===== src/rtl/vga_pkg.sv =====
// Shared definitions for the VGA pixel-write arbiter: screen geometry,
// arbiter state encoding, pixel record and a visibility helper.
package vga_pkg;

    localparam int VGA_SCREEN_WIDTH  = 160;
    localparam int VGA_SCREEN_HEIGHT = 120;
    localparam int VGA_COLOR_DEPTH   = 9;
    localparam int VGA_NX            = 8;
    localparam int VGA_NY            = 7;

    typedef enum logic [0:0] {
        ST_ARB    = 1'b0,
        ST_LOCKED = 1'b1
    } arb_state_e;

    typedef struct packed {
        logic [VGA_NX-1:0]          x;
        logic [VGA_NY-1:0]          y;
        logic [VGA_COLOR_DEPTH-1:0] color;
    } pixel_t;

    // Unsigned bounds check done at 32 bits so any coordinate width compares exactly.
    function automatic logic pix_visible(input logic [31:0] px, input logic [31:0] py,
                                         input logic [31:0] w,  input logic [31:0] h);
        pix_visible = (px < w) && (py < h);
    endfunction

endpackage


===== src/rtl/rr_pick.sv =====
// Combinational round-robin priority selector: returns the first set request
// found searching ptr, ptr+1, ... wrapping at N (not at a power of two).
module rr_pick #(
    parameter int N  = 3,
    parameter int PW = $clog2(N)
) (
    input  logic [N-1:0]  req,
    input  logic [PW-1:0] ptr,
    output logic [N-1:0]  gnt
);

    logic [PW-1:0] idx;
    logic          found;

    // Walk the requests starting at ptr and keep only the first hit.
    always_comb begin
        gnt   = '0;
        found = 1'b0;
        idx   = '0;
        for (int k = 0; k < N; k++) begin
            idx      = PW'((int'(ptr) + k) % N);
            gnt[idx] = req[idx] & ~found;
            found    = found | req[idx];
        end
    end

endmodule


===== src/rtl/vga_write_arbiter.sv =====
// Round-robin arbiter sharing the vga_adapter pixel-write port between
// NUM_REQ producers, with per-requester burst lock and off-screen clipping.
// Optional build macro VGA_ARB_CLIP_COUNT_EN adds a saturating 16-bit
// count of clipped pixels on output clip_count.
module vga_write_arbiter
    import vga_pkg::*;
#(
    parameter int NUM_REQ       = 3,
    parameter int nX            = VGA_NX,
    parameter int nY            = VGA_NY,
    parameter int COLOR_DEPTH   = VGA_COLOR_DEPTH,
    parameter int SCREEN_WIDTH  = VGA_SCREEN_WIDTH,
    parameter int SCREEN_HEIGHT = VGA_SCREEN_HEIGHT
) (
    input  logic                           CLOCK_50,
    input  logic                           resetn,
    input  logic [NUM_REQ-1:0]             req_valid,
    input  logic [NUM_REQ-1:0]             req_lock,
    input  logic [NUM_REQ*nX-1:0]          req_x,
    input  logic [NUM_REQ*nY-1:0]          req_y,
    input  logic [NUM_REQ*COLOR_DEPTH-1:0] req_color,
    output logic [NUM_REQ-1:0]             req_ready,
    output logic [NUM_REQ-1:0]             grant,
    output logic [nX-1:0]                  x,
    output logic [nY-1:0]                  y,
    output logic [COLOR_DEPTH-1:0]         color,
    output logic                           write,
    output logic                           locked
`ifdef VGA_ARB_CLIP_COUNT_EN
    ,
    output logic [15:0]                    clip_count
`endif
);

    localparam int PW = $clog2(NUM_REQ);

    arb_state_e             state_q, state_d;
    logic [PW-1:0]          owner_q, owner_d;
    logic [PW-1:0]          ptr_q, ptr_d;

    logic [NUM_REQ-1:0]     rr_gnt_s;
    logic [NUM_REQ-1:0]     grant_s;
    logic                   accept_s;
    logic [PW-1:0]          win_s;
    logic [nX-1:0]          win_x_s;
    logic [nY-1:0]          win_y_s;
    logic [COLOR_DEPTH-1:0] win_color_s;
    logic                   visible_s;

    logic [nX-1:0]          x_q, x_d;
    logic [nY-1:0]          y_q, y_d;
    logic [COLOR_DEPTH-1:0] color_q, color_d;
    logic                   write_q, write_d;

    // Next round-robin start: one past p, wrapping at NUM_REQ.
    function automatic logic [PW-1:0] ptr_inc(input logic [PW-1:0] p);
        if (p == PW'(NUM_REQ - 1)) begin
            ptr_inc = '0;
        end else begin
            ptr_inc = p + PW'(1);
        end
    endfunction

    rr_pick #(
        .N  (NUM_REQ),
        .PW (PW)
    ) u_rr_pick (
        .req (req_valid),
        .ptr (ptr_q),
        .gnt (rr_gnt_s)
    );

    // Output decode: grant from state (gated off while reset is asserted).
    always_comb begin
        grant_s = '0;
        if (!resetn) begin
            grant_s = '0;
        end else begin
            case (state_q)
                ST_ARB:    grant_s = rr_gnt_s;
                ST_LOCKED: grant_s = req_valid[owner_q] ? (NUM_REQ'(1) << owner_q) : '0;
                default:   grant_s = '0;
            endcase
        end
    end

    assign req_ready = grant_s & req_valid;
    assign accept_s  = |req_ready;
    assign grant     = grant_s;

    // Encode the one-hot grant into the winner index.
    always_comb begin
        win_s = '0;
        for (int i = 0; i < NUM_REQ; i++) begin
            win_s = grant_s[i] ? PW'(i) : win_s;
        end
    end

    assign win_x_s     = req_x[int'(win_s)*nX +: nX];
    assign win_y_s     = req_y[int'(win_s)*nY +: nY];
    assign win_color_s = req_color[int'(win_s)*COLOR_DEPTH +: COLOR_DEPTH];
    assign visible_s   = pix_visible(32'(win_x_s), 32'(win_y_s),
                                     32'(SCREEN_WIDTH), 32'(SCREEN_HEIGHT));

    // Next-state logic for lock ownership and the round-robin pointer.
    always_comb begin
        state_d = state_q;
        owner_d = owner_q;
        ptr_d   = ptr_q;
        case (state_q)
            ST_ARB: begin
                if (accept_s) begin
                    if (req_lock[win_s]) begin
                        state_d = ST_LOCKED;
                        owner_d = win_s;
                    end else begin
                        ptr_d = ptr_inc(win_s);
                    end
                end else begin
                    state_d = ST_ARB;
                end
            end
            ST_LOCKED: begin
                // Lock low releases both on a final accepted beat and on an
                // idle owner; either way the others compete next cycle.
                if (!req_lock[owner_q]) begin
                    state_d = ST_ARB;
                    ptr_d   = ptr_inc(owner_q);
                end else begin
                    state_d = ST_LOCKED;
                end
            end
            default: begin
                state_d = ST_ARB;
            end
        endcase
    end

    // State register: arbiter state, lock owner and round-robin pointer.
    always_ff @(posedge CLOCK_50 or negedge resetn) begin
        if (!resetn) begin
            state_q <= ST_ARB;
            owner_q <= '0;
            ptr_q   <= '0;
        end else begin
            state_q <= state_d;
            owner_q <= owner_d;
            ptr_q   <= ptr_d;
        end
    end

    // Pixel datapath next values: capture the winner, hold when idle.
    always_comb begin
        x_d     = x_q;
        y_d     = y_q;
        color_d = color_q;
        write_d = 1'b0;
        if (accept_s) begin
            x_d     = win_x_s;
            y_d     = win_y_s;
            color_d = win_color_s;
            write_d = visible_s;
        end else begin
            write_d = 1'b0;
        end
    end

    // Registered pixel port toward vga_adapter.
    always_ff @(posedge CLOCK_50 or negedge resetn) begin
        if (!resetn) begin
            x_q     <= '0;
            y_q     <= '0;
            color_q <= '0;
            write_q <= 1'b0;
        end else begin
            x_q     <= x_d;
            y_q     <= y_d;
            color_q <= color_d;
            write_q <= write_d;
        end
    end

    assign x      = x_q;
    assign y      = y_q;
    assign color  = color_q;
    assign write  = write_q;
    assign locked = (state_q == ST_LOCKED);

`ifdef VGA_ARB_CLIP_COUNT_EN
    logic [15:0] clip_q, clip_d;

    // Saturating count of accepted pixels that fell off-screen.
    always_comb begin
        clip_d = clip_q;
        if (accept_s && !visible_s && (clip_q != 16'hFFFF)) begin
            clip_d = clip_q + 16'd1;
        end else begin
            clip_d = clip_q;
        end
    end

    // Clip counter register.
    always_ff @(posedge CLOCK_50 or negedge resetn) begin
        if (!resetn) begin
            clip_q <= 16'd0;
        end else begin
            clip_q <= clip_d;
        end
    end

    assign clip_count = clip_q;
`endif

endmodule


===== config.mk =====
export PLATFORM = sky130hd
export DESIGN_NAME = vga_write_arbiter
export DESIGN_NICKNAME = d
export VERILOG_FILES = /design/src/rtl/vga_pkg.sv /design/src/rtl/rr_pick.sv /design/src/rtl/vga_write_arbiter.sv
export SDC_FILE = /design/constraint.sdc
export NUM_CORES = 1
export LEC_CHECK = 0
export ABC_AREA = 0
export BUFFER_PORTS_ARGS = -buffer_cell sky130_fd_sc_hd__buf_2
export CAP_MARGIN = 20
export CORE_UTILIZATION = 45
export DETAILED_ROUTE_END_ITERATION = 7
export GPL_ROUTABILITY_DRIVEN = 0
export PLACE_DENSITY = 0.81
export SYNTH_ARGS = -nofsm -noshare
export SYNTH_HDL_FRONTEND = slang
export SYNTH_SLANG_ARGS = --single-unit
export TNS_END_PERCENT = 10

===== constraint.sdc =====
create_clock -name CLOCK_50 -period 3.4 [get_ports CLOCK_50]
set_clock_uncertainty 0.05 [all_clocks]
set_input_delay 0.68 -clock CLOCK_50 [delete_from_list [all_inputs] [get_ports CLOCK_50]]
set_output_delay 0.68 -clock CLOCK_50 [all_outputs]
set_load 0.02 [all_outputs]

; After elaboration in Yosys (flattened, before gate mapping)
; Cells that the tools add are included.
[totals]
reg_bits = 30
out_inout_bits = 32
input_bits = 80
wordCells = 86
[op_classes]
bitwise_logic = 8
addsub = 4
muxes = 36
n_div = 3
n_eq_ne = 5
order_cmp = 10
multipliers = 2
n_shift = 4
reduce_logical = 7
[ops]
columns = op, n
row1 = remainder unit 32 x 3 -> 32 bit (second input constant), 2
row2 = remainder unit 3 x 3 -> 32 bit (second input constant), 1
row3 = indexed part select 27 x 7 -> 9 bit, 1
row4 = indexed part select 24 x 6 -> 8 bit, 1
row5 = indexed part select 21 x 6 -> 7 bit, 1
row6 = < comparator 2 x 3 -> 1 bit (second input constant), 5
row7 = 2-to-1 mux 1 bit, 14
row8 = binary-select mux 1 bit (select 2 bit), 6
row9 = 2-to-1 mux 2 bit, 6
row10 = < comparator 8 bit (second input constant), 1
row11 = < comparator 7 bit (second input constant), 1
row12 = bitwise AND 3 bit, 2
row13 = bitwise mux 3 bit, 2
row14 = demux 1 bit (select 2 bit), 3
row15 = >= comparator 2 x 1 -> 1 bit (second input constant), 3
row16 = multiplier 2 x 4 -> 6 bit (second input constant), 1
row17 = 2-to-1 mux 3 bit, 2
row18 = != test 2 bit (second input constant), 3
row19 = case mux 3 bit (2 select lines), 1
row20 = AND reduction 3 bit, 2
row21 = multiplier 2 x 3 -> 5 bit (second input constant), 1
row22 = adder 2 x 1 -> 2 bit (second input constant), 2
row23 = equality test 2 bit (second input constant), 2
row24 = logical AND 1 bit, 4
row25 = 9 further kinds, 12

; Longest topological paths before layout
[depth]
depth_word = 17
mapped_depth = 13
mapped_depth_nobuf = 10

; Cells and area by module
; Synthesis repeated with hierarchy kept, for this count alone.
[hier_totals]
cells_unflattened = 234
hier_area_um2 = 2127.0
[modules_own_cells]
columns = module, area_per_inst_um2, cells_each, n_inst, seq_area_each_um2
row1 = vga_write_arbiter, 1870.5, 200, 1, 750.7
row2 = rr_pick, 256.5, 34, 1, 0.0

; Worst setup path after synthesis
; No wires, ideal clock.
[synth_timing]
path_kind = register to output
startpoint = register ptr_q[0]
endpoint = output grant[2]
n_path_buf = 2
path_slack_ns = 0.622
path_stages_with_launch = 10
required_ns = 2.670
t_arrival_ns = 2.048
path_cell_list = dfrtp_1 > inv_1 > ha_1 > mux2i_1 > o22a_1 > nor4b_4 > nor2_2 > inv_2 > buf_1 > buf_4
[synth_between]
elab_chain_len = 10
elab_cells_between_ends = 36
cone_classes = add/sub (2) / div (3) / order compare (6) / mux (16) / bitwise (6) / reduce/logical (3)
[synth_rtl]
columns = element, line_no
row1 = "start, declared", vga_write_arbiter.sv:39  ; logic [PW-1:0] ptr_q, ptr_d;
row2 = "start signal, assigned", vga_write_arbiter.sv:148  ; ptr_q <= ptr_d;
row3 = adder 2 x 1 -> 3 bit or remainder unit 3 x 3 -> 32 bit (tied branches), rr_pick.sv:21  ; idx = PW'((int'(ptr) + k) % N);
row4 = "remainder unit 32 x 3 -> 32 bit, or another cell as far along", rr_pick.sv:21
row5 = "< comparator 2 x 3 -> 1 bit (implied by the code), or another cell as far along", rr_pick.sv:22  ; gnt[idx] = req[idx] & ~found;
row6 = "logical AND 1 bit (implied by the code), or another cell as far along", rr_pick.sv:22
row7 = "2-to-1 mux 1 bit (implied by the code), or another cell as far along", rr_pick.sv:22
row8 = "demux 1 bit (select 2 bit), or another cell as far along", --
row9 = bitwise mux 3 bit or bitwise AND 1 bit (tied branches), rr_pick.sv:22
row10 = bitwise mux 3 bit (*), rr_pick.sv:22
row11 = case mux 3 bit (2 select lines) (*), vga_write_arbiter.sv:79  ; case (state_q)
row12 = 2-to-1 mux 3 bit (*), vga_write_arbiter.sv:76  ; if (!resetn) begin
row13 = "end, declared", vga_write_arbiter.sv:23  ; output logic [NUM_REQ-1:0] grant,
; Every way passes the cells marked *; elsewhere a longest branch is shown, timed or not. The select of a mux whose other input is x is not followed.

; Final worst setup path
; Same ends and word-level chain as after synthesis.

==> metrics <==
first-pass GRT wire length=8930 µm; GRT Util Overall=23.0%; Top delay family on crit path=buffers and inverters; Crit Path Category=flip-flop to output port; Max Slew Vio Count=0; area delta synth->final=33.1%; Worst-path clk slew=60 ps; CTS Root Cell=clkbuf_8; H-tree Lvls=2; R2R setup slack=290 ps; initial core utilization=47.1%; Max VDD drop=570 µV; Netlist cell types=53; max cap viols=0; Multi-input gate area=1150 µm²; Sum Neg Setup Slack=0 ps; CP max stage delay=400 ps; Post-Syn Nets=302; area share of the largest cell type after synthesis=36.4%; Clk Latency, worst-skew pair=280 ps; Final Hold Viols=0; grt ovf=0; Core ar.=4380 µm²; top post-synthesis cells by area=dfrtp_1, mux2i_1, a22o_1; Hold Path Class=flip-flop to flip-flop; CP arrival=2550 ps; number of diodes=0; area leader, netlist=dfrtp_1; Synth Area per Inst=9.46 µm²; Leak=1.51 nW; DR vias/cell=5.42; Pre-Repair DR Iteration Count=4; RSZ-0062 raised after global routing=yes; CP Launch Type=flip-flop; number of setup violations in the final report=0; vias in the first global route=1897; Buf/Inv on CP=3; CP Cell Sequence=inv_1 -> ha_1 -> mux2i_1 -> o22a_1 -> nor4b_4 -> nor2_4 -> inv_2 -> buf_2; status=completed; CTS tree=done; cell area after synthesis=2060 µm²; initial antenna violation count=0; min Tclk post-route=3280 ps; FF+latch count, synth=30; port bufs=111; DR WL/cell=14.5 µm; clock tree buffer depth=2; DIE AREA=4860 µm²; DRT iter0 DRCs=141; actual slew at the worst max-slew pin=403 ps; period utilisation layout=96.3%; via count=2059; Die Span Y=69.7 µm; Post-Route WL=5510 µm; PwrDens=907 nW/µm²; crit end category=output port; Horiz. Die Dim=69.7 µm; Setup Fix Bufs, Post-CTS=0; fin nets=411; Cell Rows=24; Post-Synthesis Cells=218; pin count of the biggest net entering global routing=31; Fmax=305 MHz; worst-path maximum fanout=19; IO Pins=112; Final HPWL DP=4260 µm; total clock sinks=30; Post-DRT Antenna Nets=0; CTS Buf Count=5; post-synthesis sequential area ratio=36.4%; WP data required=2670 ps; Syn. warnings=0; FILL cells=387; Reg area=751 µm²; slowest CP cell=dfrtp_1; DR DRC count=0; Slew Limit Headroom=73.1%; hold slack final=443 ps; share of post-route cells with drive strength above 1=43.9%
## worst reg2reg max path: stages (launching register included)
cell,delay [ps]
dfrtp_1,410
inv_1,90
ha_1,320
nand2_1,90
o22a_1,250
nor4b_4,170
nor2_4,320
inv_2,240
or3_4,430
a211oi_2,280
mux2_1,350
## logic make-up after synthesis
group	after synthesis	synth area share [%]
adders and majority gates	4	2.43
and+or+nand+nor	58	16.4
buffers and inverters	36	8.07
muxes	32	16.6
AOI/OAI and AO/OA	58	20.2
DFF	30	36.4
## per-layer routing
layer / part of all wire [%] / vias up / global-route usage [%]
met2: 49 / 70 / 37.2
met1: 44 / 977 / 30.6
met5: 0 / - / 0
li1: - / 1001 / -
met4: 1.8 / 0 / 6.89
met3: 5.5 / 11 / 5.38
## what timing repair did
action	CTS	global route
hold buffers	0	0
endpoints found under the setup margin	0	6
resized for setup	0	1
## cell usage in the layout (no fill, tap or decap), drive strengths merged, types with 2 or more instances in the layout
cell type    n
a311oi       2
nand3        4
nand3b       3
a22o        14
a21oi       15
nor2b        4
nor2        24
o22a         2
clkbuf       6
mux2        14
and3         3
buf        114
o21ai        5
ha           4
and2         2
or3          2
nand4        2
dfrtp       30
o22ai        8
nand2b       2
mux2i       18
nand2        7
inv         24
## area by class of cell
type / count / area share [%]
Multi-Input combinational cell: 152 / 41.9
Sequential cell: 30 / 27.3
Timing Repair Buffer: 114 / 21.5
Inverter: 24 / 3.37
Clock buffer: 6 / 3.01
Tap cell: 52 / 2.37
Clock inverter: 2 / 0.456
## synth_stat cells (all sizes together)
cell type / n
a211oi: 1
a21bo: 1
a21oi: 15
a221oi: 1
a22o: 14
a22oi: 1
a311oi: 2
a31o: 1
a31oi: 1
and2: 2
and3: 3
and3b: 1
buf: 8
clkbuf: 4
dfrtp: 30
ha: 4
inv: 24
mux2: 14
mux2i: 18
nand2: 7
nand2b: 2
nand3: 4
nand3b: 3
nand4: 2
nand4bb: 1
nor2: 24
nor2b: 4
nor3: 1
nor3b: 1
nor4b: 1
o211a: 1
o211ai: 1
o21ai: 5
o21bai: 1
o221a: 1
o221ai: 1
o22a: 2
o22ai: 8
o32a: 1
or3: 2
## stage by stage
| stage | setup WS (ps) | std cells | utilization, % | power (W) | instance area (µm²) |
|---|---|---|---|---|---|
| after floorplan | 622 | 218 | - | 0.00178 | 2060 |
| after global placement | 93.9 | 372 | 60.3 | 0.00216 | 2650 |
| after detailed placement | -2.49 | 372 | 60.3 | 0.00220 | 2650 |
| after CTS | 39.2 | 380 | 62.5 | 0.00250 | 2740 |
| after global routing | -94.0 | 380 | 62.6 | 0.00267 | 2750 |
| final | 125 | 380 | 62.6 | 0.00249 | 2750 |
## flip-flops by register name, indices dropped and copies added, names as in the netlist
register  flops
y             7
locked        1
ptr_q         2
color         9
x             8
owner_q       2
write         1
## path summary, 6_finish.rpt
kind / startpoint / endpoint / cells past startpoint
max in group asynchronous: resetn / x[5] / 2
min: x[4] / x[4] / 1
max: ptr_q[0] / grant[2] / 8
min reg2reg: x[4] / x[4] / 1
min in group asynchronous: resetn / owner_q[0] / 2
max reg2reg: ptr_q[1] / ptr_q[1] / 10
## where the power goes
part / internal, W / switching, W
clock network: 0.000162 / 0.000131
registers: 0.000538 / 0.000105
logic: 0.000661 / 0.000892
total: 0.00136 / 0.00113
(Power assumes the default switching activity.)
